File: config.mk
export PLATFORM = sky130hd
export DESIGN_NAME = dircc_receive_sequencer
export DESIGN_NICKNAME = d
export VERILOG_FILES = /design/src/rtl/dircc_receive_sequencer.sv
export SDC_FILE = /design/constraint.sdc
export NUM_CORES = 1
export LEC_CHECK = 0
export CORE_MARGIN = 8
export CORE_UTILIZATION = 35
export DETAILED_ROUTE_END_ITERATION = 8
export HOLD_SLACK_MARGIN = 0.03
export MAX_ROUTING_LAYER = met4
export SLEW_MARGIN = 10
export SYNTH_ARGS = -nofsm -noshare
export SYNTH_HDL_FRONTEND = slang
export SYNTH_SLANG_ARGS = --single-unit
File: constraint.sdc
create_clock -name clk -period 17.51 [get_ports clk]
set_clock_uncertainty 0.1 [all_clocks]
set_input_delay 3.502 -clock clk [delete_from_list [all_inputs] [get_ports clk]]
set_output_delay 3.502 -clock clk [all_outputs]
set_load 0.01 [all_outputs]
File: src/rtl/dircc_receive_sequencer.sv
// dircc_receive_sequencer
//   Buffers network packets, fetches the device state for each one, presents
//   the packet and state to the receive handler, and writes the handler's
//   updated state back. A written-back state with STOP_BIT set latches
//   `stopped`. After that, buffered packets are discarded and counted.
//
// Ports
//   clk, reset          clock, asynchronous active-high reset
//   rx_data/valid/ready network-side packet input (rx_ready = !full)
//   state_read_*        state memory read (req held until valid pulse)
//   packet_in*, read_state, receive_done
//                       handler presentation; receive_done is a 1-cycle strobe
//   packet_handled, write_state, write_state_valid
//                       handler completion and updated state
//   state_write*, state_write_ack
//                       state memory write (req held until ack)
//   stopped, timeout_err, drop_count
//                       sticky status flags and discarded-packet counter
module dircc_receive_sequencer #(
  parameter int unsigned PACKET_DATA_WIDTH = 32,
  parameter int unsigned STATE_WIDTH       = 64,
  parameter int unsigned STOP_BIT          = 1,
  parameter int unsigned FIFO_DEPTH        = 4,
  parameter int unsigned HANDLE_TIMEOUT    = 255
) (
  input  logic                         clk,
  input  logic                         reset,
  input  logic [PACKET_DATA_WIDTH-1:0] rx_data,
  input  logic                         rx_valid,
  output logic                         rx_ready,
  output logic                         state_read_req,
  input  logic [STATE_WIDTH-1:0]       state_read_data,
  input  logic                         state_read_valid,
  output logic [PACKET_DATA_WIDTH-1:0] packet_in,
  output logic                         packet_in_valid,
  output logic [STATE_WIDTH-1:0]       read_state,
  output logic                         receive_done,
  input  logic                         packet_handled,
  input  logic [STATE_WIDTH-1:0]       write_state,
  input  logic                         write_state_valid,
  output logic                         state_write,
  output logic [STATE_WIDTH-1:0]       state_write_data,
  input  logic                         state_write_ack,
  output logic                         stopped,
  output logic                         timeout_err,
  output logic [15:0]                  drop_count
);

  localparam int unsigned PTR_W = (FIFO_DEPTH > 1) ? $clog2(FIFO_DEPTH) : 1;
  localparam int unsigned CNT_W = PTR_W + 1;
  localparam int unsigned TMO_W = $clog2(HANDLE_TIMEOUT + 1);

  typedef enum logic [2:0] {
    ST_IDLE      = 3'd0,
    ST_FETCH     = 3'd1,
    ST_DISPATCH  = 3'd2,
    ST_WAIT      = 3'd3,
    ST_WRITEBACK = 3'd4
  } state_t;

  state_t                       state;
  logic [PACKET_DATA_WIDTH-1:0] fifo_mem [FIFO_DEPTH];
  logic [PTR_W-1:0]             wr_ptr;
  logic [PTR_W-1:0]             rd_ptr;
  logic [CNT_W-1:0]             fifo_cnt;
  logic [CNT_W-1:0]             cnt_next;
  logic                         fifo_empty;
  logic                         push;
  logic                         pop;
  logic [TMO_W-1:0]             tmo_cnt;
  logic [STATE_WIDTH-1:0]       wb_state;
  logic                         have_state;

  // FIFO handshake: the head leaves only on an IDLE cycle (dispatch or drop)
  assign fifo_empty = (fifo_cnt == '0);
  assign push       = rx_valid && rx_ready;
  assign pop        = (state == ST_IDLE) && !fifo_empty;

  // Occupancy after this edge; a simultaneous push and pop cancel
  always_comb begin
    cnt_next = fifo_cnt;
    if (push && !pop) begin
      cnt_next = fifo_cnt + CNT_W'(1);
    end else if (pop && !push) begin
      cnt_next = fifo_cnt - CNT_W'(1);
    end
  end

  // Packet storage: data only, so it needs no reset
  always_ff @(posedge clk) begin
    if (push) begin
      fifo_mem[wr_ptr] <= rx_data;
    end
  end

  // FIFO bookkeeping and sequencing FSM with registered outputs
  always_ff @(posedge clk or posedge reset) begin
    if (reset) begin
      state            <= ST_IDLE;
      wr_ptr           <= '0;
      rd_ptr           <= '0;
      fifo_cnt         <= '0;
      rx_ready         <= 1'b0;
      state_read_req   <= 1'b0;
      packet_in        <= '0;
      packet_in_valid  <= 1'b0;
      read_state       <= '0;
      receive_done     <= 1'b0;
      state_write      <= 1'b0;
      state_write_data <= '0;
      stopped          <= 1'b0;
      timeout_err      <= 1'b0;
      drop_count       <= '0;
      tmo_cnt          <= '0;
      wb_state         <= '0;
      have_state       <= 1'b0;
    end else begin
      // Pointers wrap naturally since FIFO_DEPTH is a power of two
      if (push) begin
        wr_ptr <= wr_ptr + PTR_W'(1);
      end
      if (pop) begin
        rd_ptr <= rd_ptr + PTR_W'(1);
      end
      fifo_cnt     <= cnt_next;
      rx_ready     <= (cnt_next != CNT_W'(FIFO_DEPTH));
      receive_done <= 1'b0;

      case (state)
        ST_IDLE: begin
          if (!fifo_empty) begin
            if (stopped) begin
              // Discard one packet per cycle once the device is stopped
              if (drop_count != 16'hFFFF) begin
                drop_count <= drop_count + 16'd1;
              end
            end else begin
              packet_in      <= fifo_mem[rd_ptr];
              state_read_req <= 1'b1;
              state          <= ST_FETCH;
            end
          end
        end

        ST_FETCH: begin
          if (state_read_valid) begin
            read_state      <= state_read_data;
            state_read_req  <= 1'b0;
            receive_done    <= 1'b1;
            packet_in_valid <= 1'b1;
            state           <= ST_DISPATCH;
          end
        end

        ST_DISPATCH: begin
          tmo_cnt    <= '0;
          have_state <= 1'b0;
          state      <= ST_WAIT;
        end

        ST_WAIT: begin
          if (write_state_valid) begin
            wb_state   <= write_state;
            have_state <= 1'b1;
          end
          if (packet_handled) begin
            packet_in_valid <= 1'b0;
            if (write_state_valid || have_state) begin
              // Same-cycle write_state beats an earlier capture
              state_write      <= 1'b1;
              state_write_data <= write_state_valid ? write_state : wb_state;
              state            <= ST_WRITEBACK;
            end else begin
              state <= ST_IDLE;
            end
          end else if (tmo_cnt == TMO_W'(HANDLE_TIMEOUT - 1)) begin
            // This is the HANDLE_TIMEOUT-th WAIT cycle without completion
            timeout_err     <= 1'b1;
            packet_in_valid <= 1'b0;
            state           <= ST_IDLE;
          end else begin
            tmo_cnt <= tmo_cnt + TMO_W'(1);
          end
        end

        ST_WRITEBACK: begin
          if (state_write_ack) begin
            state_write <= 1'b0;
            if (state_write_data[STOP_BIT]) begin
              stopped <= 1'b1;
            end
            state <= ST_IDLE;
          end
        end

        default: begin
          state <= ST_IDLE;
        end
      endcase
    end
  end

endmodule

==> impl_metrics.csv <==
group,metric,value,unit
outcome,outcome,"finished, final reports clean",
timing,setup_viol,0,
detailed_routing,wl_met2,19.9,mm
detailed_routing,via_per_inst,4.78,
global_routing,grt_max_degree,120,
synth,synthTopCellsByArea,"dfrtp_1 (43%), edfxtp_1 (25%), mux2_2 (12%)",
synth,ys_seq_area_frac,0.670,
clock_network,cts.sinks,394,
detailed_routing,ant_nets,0,
detailed_routing,drtIter0Drc,522,
critical_path,start_kind,"input port",
pwr,powerDensity,174,mW/mm^2
global_routing,grt_pass1_wl,57.5,mm
clock_network,cts_buffers,44,
clock_network,ctsLongestPathBuffers,3,
timing,period_needed,6.04,ns
clock_network,root_buffer,"clkbuf_16",
detailed_routing,firstDrtPassIters,4,
synth,synth_area,0.0157,sq mm
synth,synth_common_cells,"dfrtp_1 (266), mux2_2 (160), edfxtp_1 (128)",
critical_path,cp.required,17.88,ns
timing,slew_headroom,0.314,
detailed_routing,drt_wl_total,38.3,mm
synth,ys_ff_latch,394,
critical_path,end_kind,"async pin",
global_routing,grt_pass1_vias,9744,
timing,final.setup.tns,0,ns
pwr,p_leak,8.39,nW
clock_network,clk_pin_slew_worst_paths,0.06,ns
final_layout,final_area,0.0212,sq mm
critical_path,cp_max_fo,119,
synth,synth_top_area_share,0.425,
clock_network,clk_latency,0.56,ns
timing,clock.fmax,166,MHz
critical_path,crit_type,"input port to async pin",
synth,syn_avg_cell_area,15.5,sq um
detailed_routing,met1_length,15.0,mm
timing,maxSlewViolCount,0,
synth,yosysTopAreaCell,"dfrtp_1",
timing,hold_violations,0,
timing,min_period_over_period,0.345,
synth,async_flop_share,0.675,
critical_path,crit_arrival,6.41,ns
clock_network,ctsHoldBuffers,0,
timing,max_slew.worst_pin.slew,1.03,ns
synth,ys.flop_type,"dfrtp_1",
pwr,ir_drop,94.2,uV
floorplanning,die_x,228,um
place,placed_area,0.0198,sq mm
global_routing,antenna_found_initial,4,
synth,syn_nets,1186,
synth,synthesis.instances,1009,
clock_network,cts_tree,"built",
detailed_routing,routed_wire_length_per_instance,19.2,um
timing,grt_setup_unrepaired,"false",
floorplanning,num_rows,77,
floorplanning,chipHeight,228,um
place,dpl.hpwl,25.7,mm
floorplanning,io_pins,350,
clock_network,htreeDepth,2,
final_layout,layout.nets,1541,
pwr,p_total,3.69,mW
synth,ys_types,48,
place,place_congestion,0.781,
final_layout,drive_gt1_frac,0.205,
detailed_routing,wl_met3,2.54,mm
clock_network,post_cts_buffers,0,
job,maxCapViolCount,0,
floorplanning,dieArea,0.0518,sq mm
global_routing,grt.overflow.total,0,
detailed_routing,remaining_drc_errors,0,
floorplanning,start_util,0.354,
clock_network,cts.repair.resized,0,
synth,yosysMostFrequentCell,"dfrtp_1",
synth,synth_edf_count,128,
place,port-buffer-count,349,
synth,synth_warnings,0,
min_path,min_path_type,"flop to flop",
floorplanning,core,0.0442,sq mm
detailed_routing,dr_total_vias,9529,
timing,fin_hold_ws,0.375,ns
detailed_routing,top_layer,"met4",
final_layout,fillCellCount,3837,
global_routing,grt.total_usage,0.147,
final_layout,area_growth,35.3,%
metrics by stage:
stage               setup slack (ns)  std cells   util
floorplan                       6.58       1009      -
CTS                            11.20       1989  0.479
detailed placement             10.59       1910  0.447
finish                         11.47       1995  0.479
global route                   10.88       1993  0.479
global placement               10.61       1910  0.447
registers in the layout, indices dropped and copies added, names as in the netlist, 2 cells and up:
| register | flops |
|---|---|
| drop_count | 16 |
| fifo_cnt | 3 |
| fifo_mem | 128 |
| packet_in | 32 |
| rd_ptr | 2 |
| read_state | 64 |
| state | 3 |
| state_write_data | 64 |
| tmo_cnt | 8 |
| wb_state | 64 |
| wr_ptr | 2 |
routing by layer:
layer	GRT usage	vias up
met5	-	-
met4	0.0490	0
met1	0.173	4801
li1	-	4444
met2	0.244	233
met3	0.0415	51
placed cells by master, fill, tap and decap left out, types with 6 or more instances in the layout:
cell / synthesis / layout
buf_4: 5 / 15
nand3_1: 7 / 7
nor2_1: 71 / 71
o21ai_0: 9 / 9
and3_1: 13 / 13
nand2_1: 18 / 17
clkdlybuf4s50_1: 0 / 348
mux4_2: 32 / 32
nand4_1: 9 / 9
clkbuf_1: 16 / 11
clkbuf_8: 0 / 9
clkinv_2: 0 / 6
mux2_2: 160 / 160
xnor2_1: 14 / 14
inv_1: 12 / 11
dfrtp_1: 266 / 265
a21oi_1: 76 / 76
edfxtp_1: 128 / 128
mux2i_1: 68 / 68
diode_2: 0 / 6
clkbuf_16: 0 / 44
ha_1: 10 / 10
worst max-delay path: stages:
cell             delay (ns)
clkdlybuf4s50_1        0.49
inv_8                  0.55
buf_4                  0.86
buf_4                  0.90
final cells by class:
type | count | area (sq um) | share of cell area
repair buffers | 363 | 3600 | 0.170
multi-input cells | 549 | 4870 | 0.230
inverters | 12 | 52.6 | 0.00248
diodes | 6 | 15.0 | 0.000708
flip-flops and latches | 394 | 10500 | 0.495
clock buffers | 64 | 1270 | 0.0597
clock inverters | 15 | 153 | 0.00720
well taps | 592 | 741 | 0.0349
report_power, final:
group	internal [mW]	total (mW)	leakage, nW	switching (mW)
clock	0.533	0.896	0.697	0.363
combinational	0.751	1.32	3.36	0.567
sequential	1.30	1.48	4.33	0.173
worst paths after layout:
kind                                     start                   end  slack [ns]  cells past startpoint
worst max-delay path                     reset             rd_ptr[0]       11.47                      4
worst min-delay path               timeout_err           timeout_err        0.37                      1
worst max register to register        state[0]  state_write_data[58]       14.84                      6
worst min register to register     timeout_err           timeout_err        0.37                      1
max in group clk                packet_handled  state_write_data[58]       11.97                      7
min in group asynchronous                reset           wb_state[5]        3.37                      2
cells by family (layout without fill, tap and decap cells):
| group | count (synthesis) | count (layout) | share of synthesized area |
|---|---|---|---|
| AOI/OAI and AO/OA | 105 | 105 | 0.0375 |
| buffers and inverters | 66 | 454 | 0.0195 |
| muxes | 261 | 261 | 0.205 |
| and+or+nand+nor | 154 | 154 | 0.0487 |
| DFF | 394 | 394 | 0.670 |
| adders and majority gates | 10 | 10 | 0.00799 |
| xor gates and xnor gates | 19 | 19 | 0.0106 |
| other | 0 | 6 | 0 |
(Power assumes the default switching activity.)
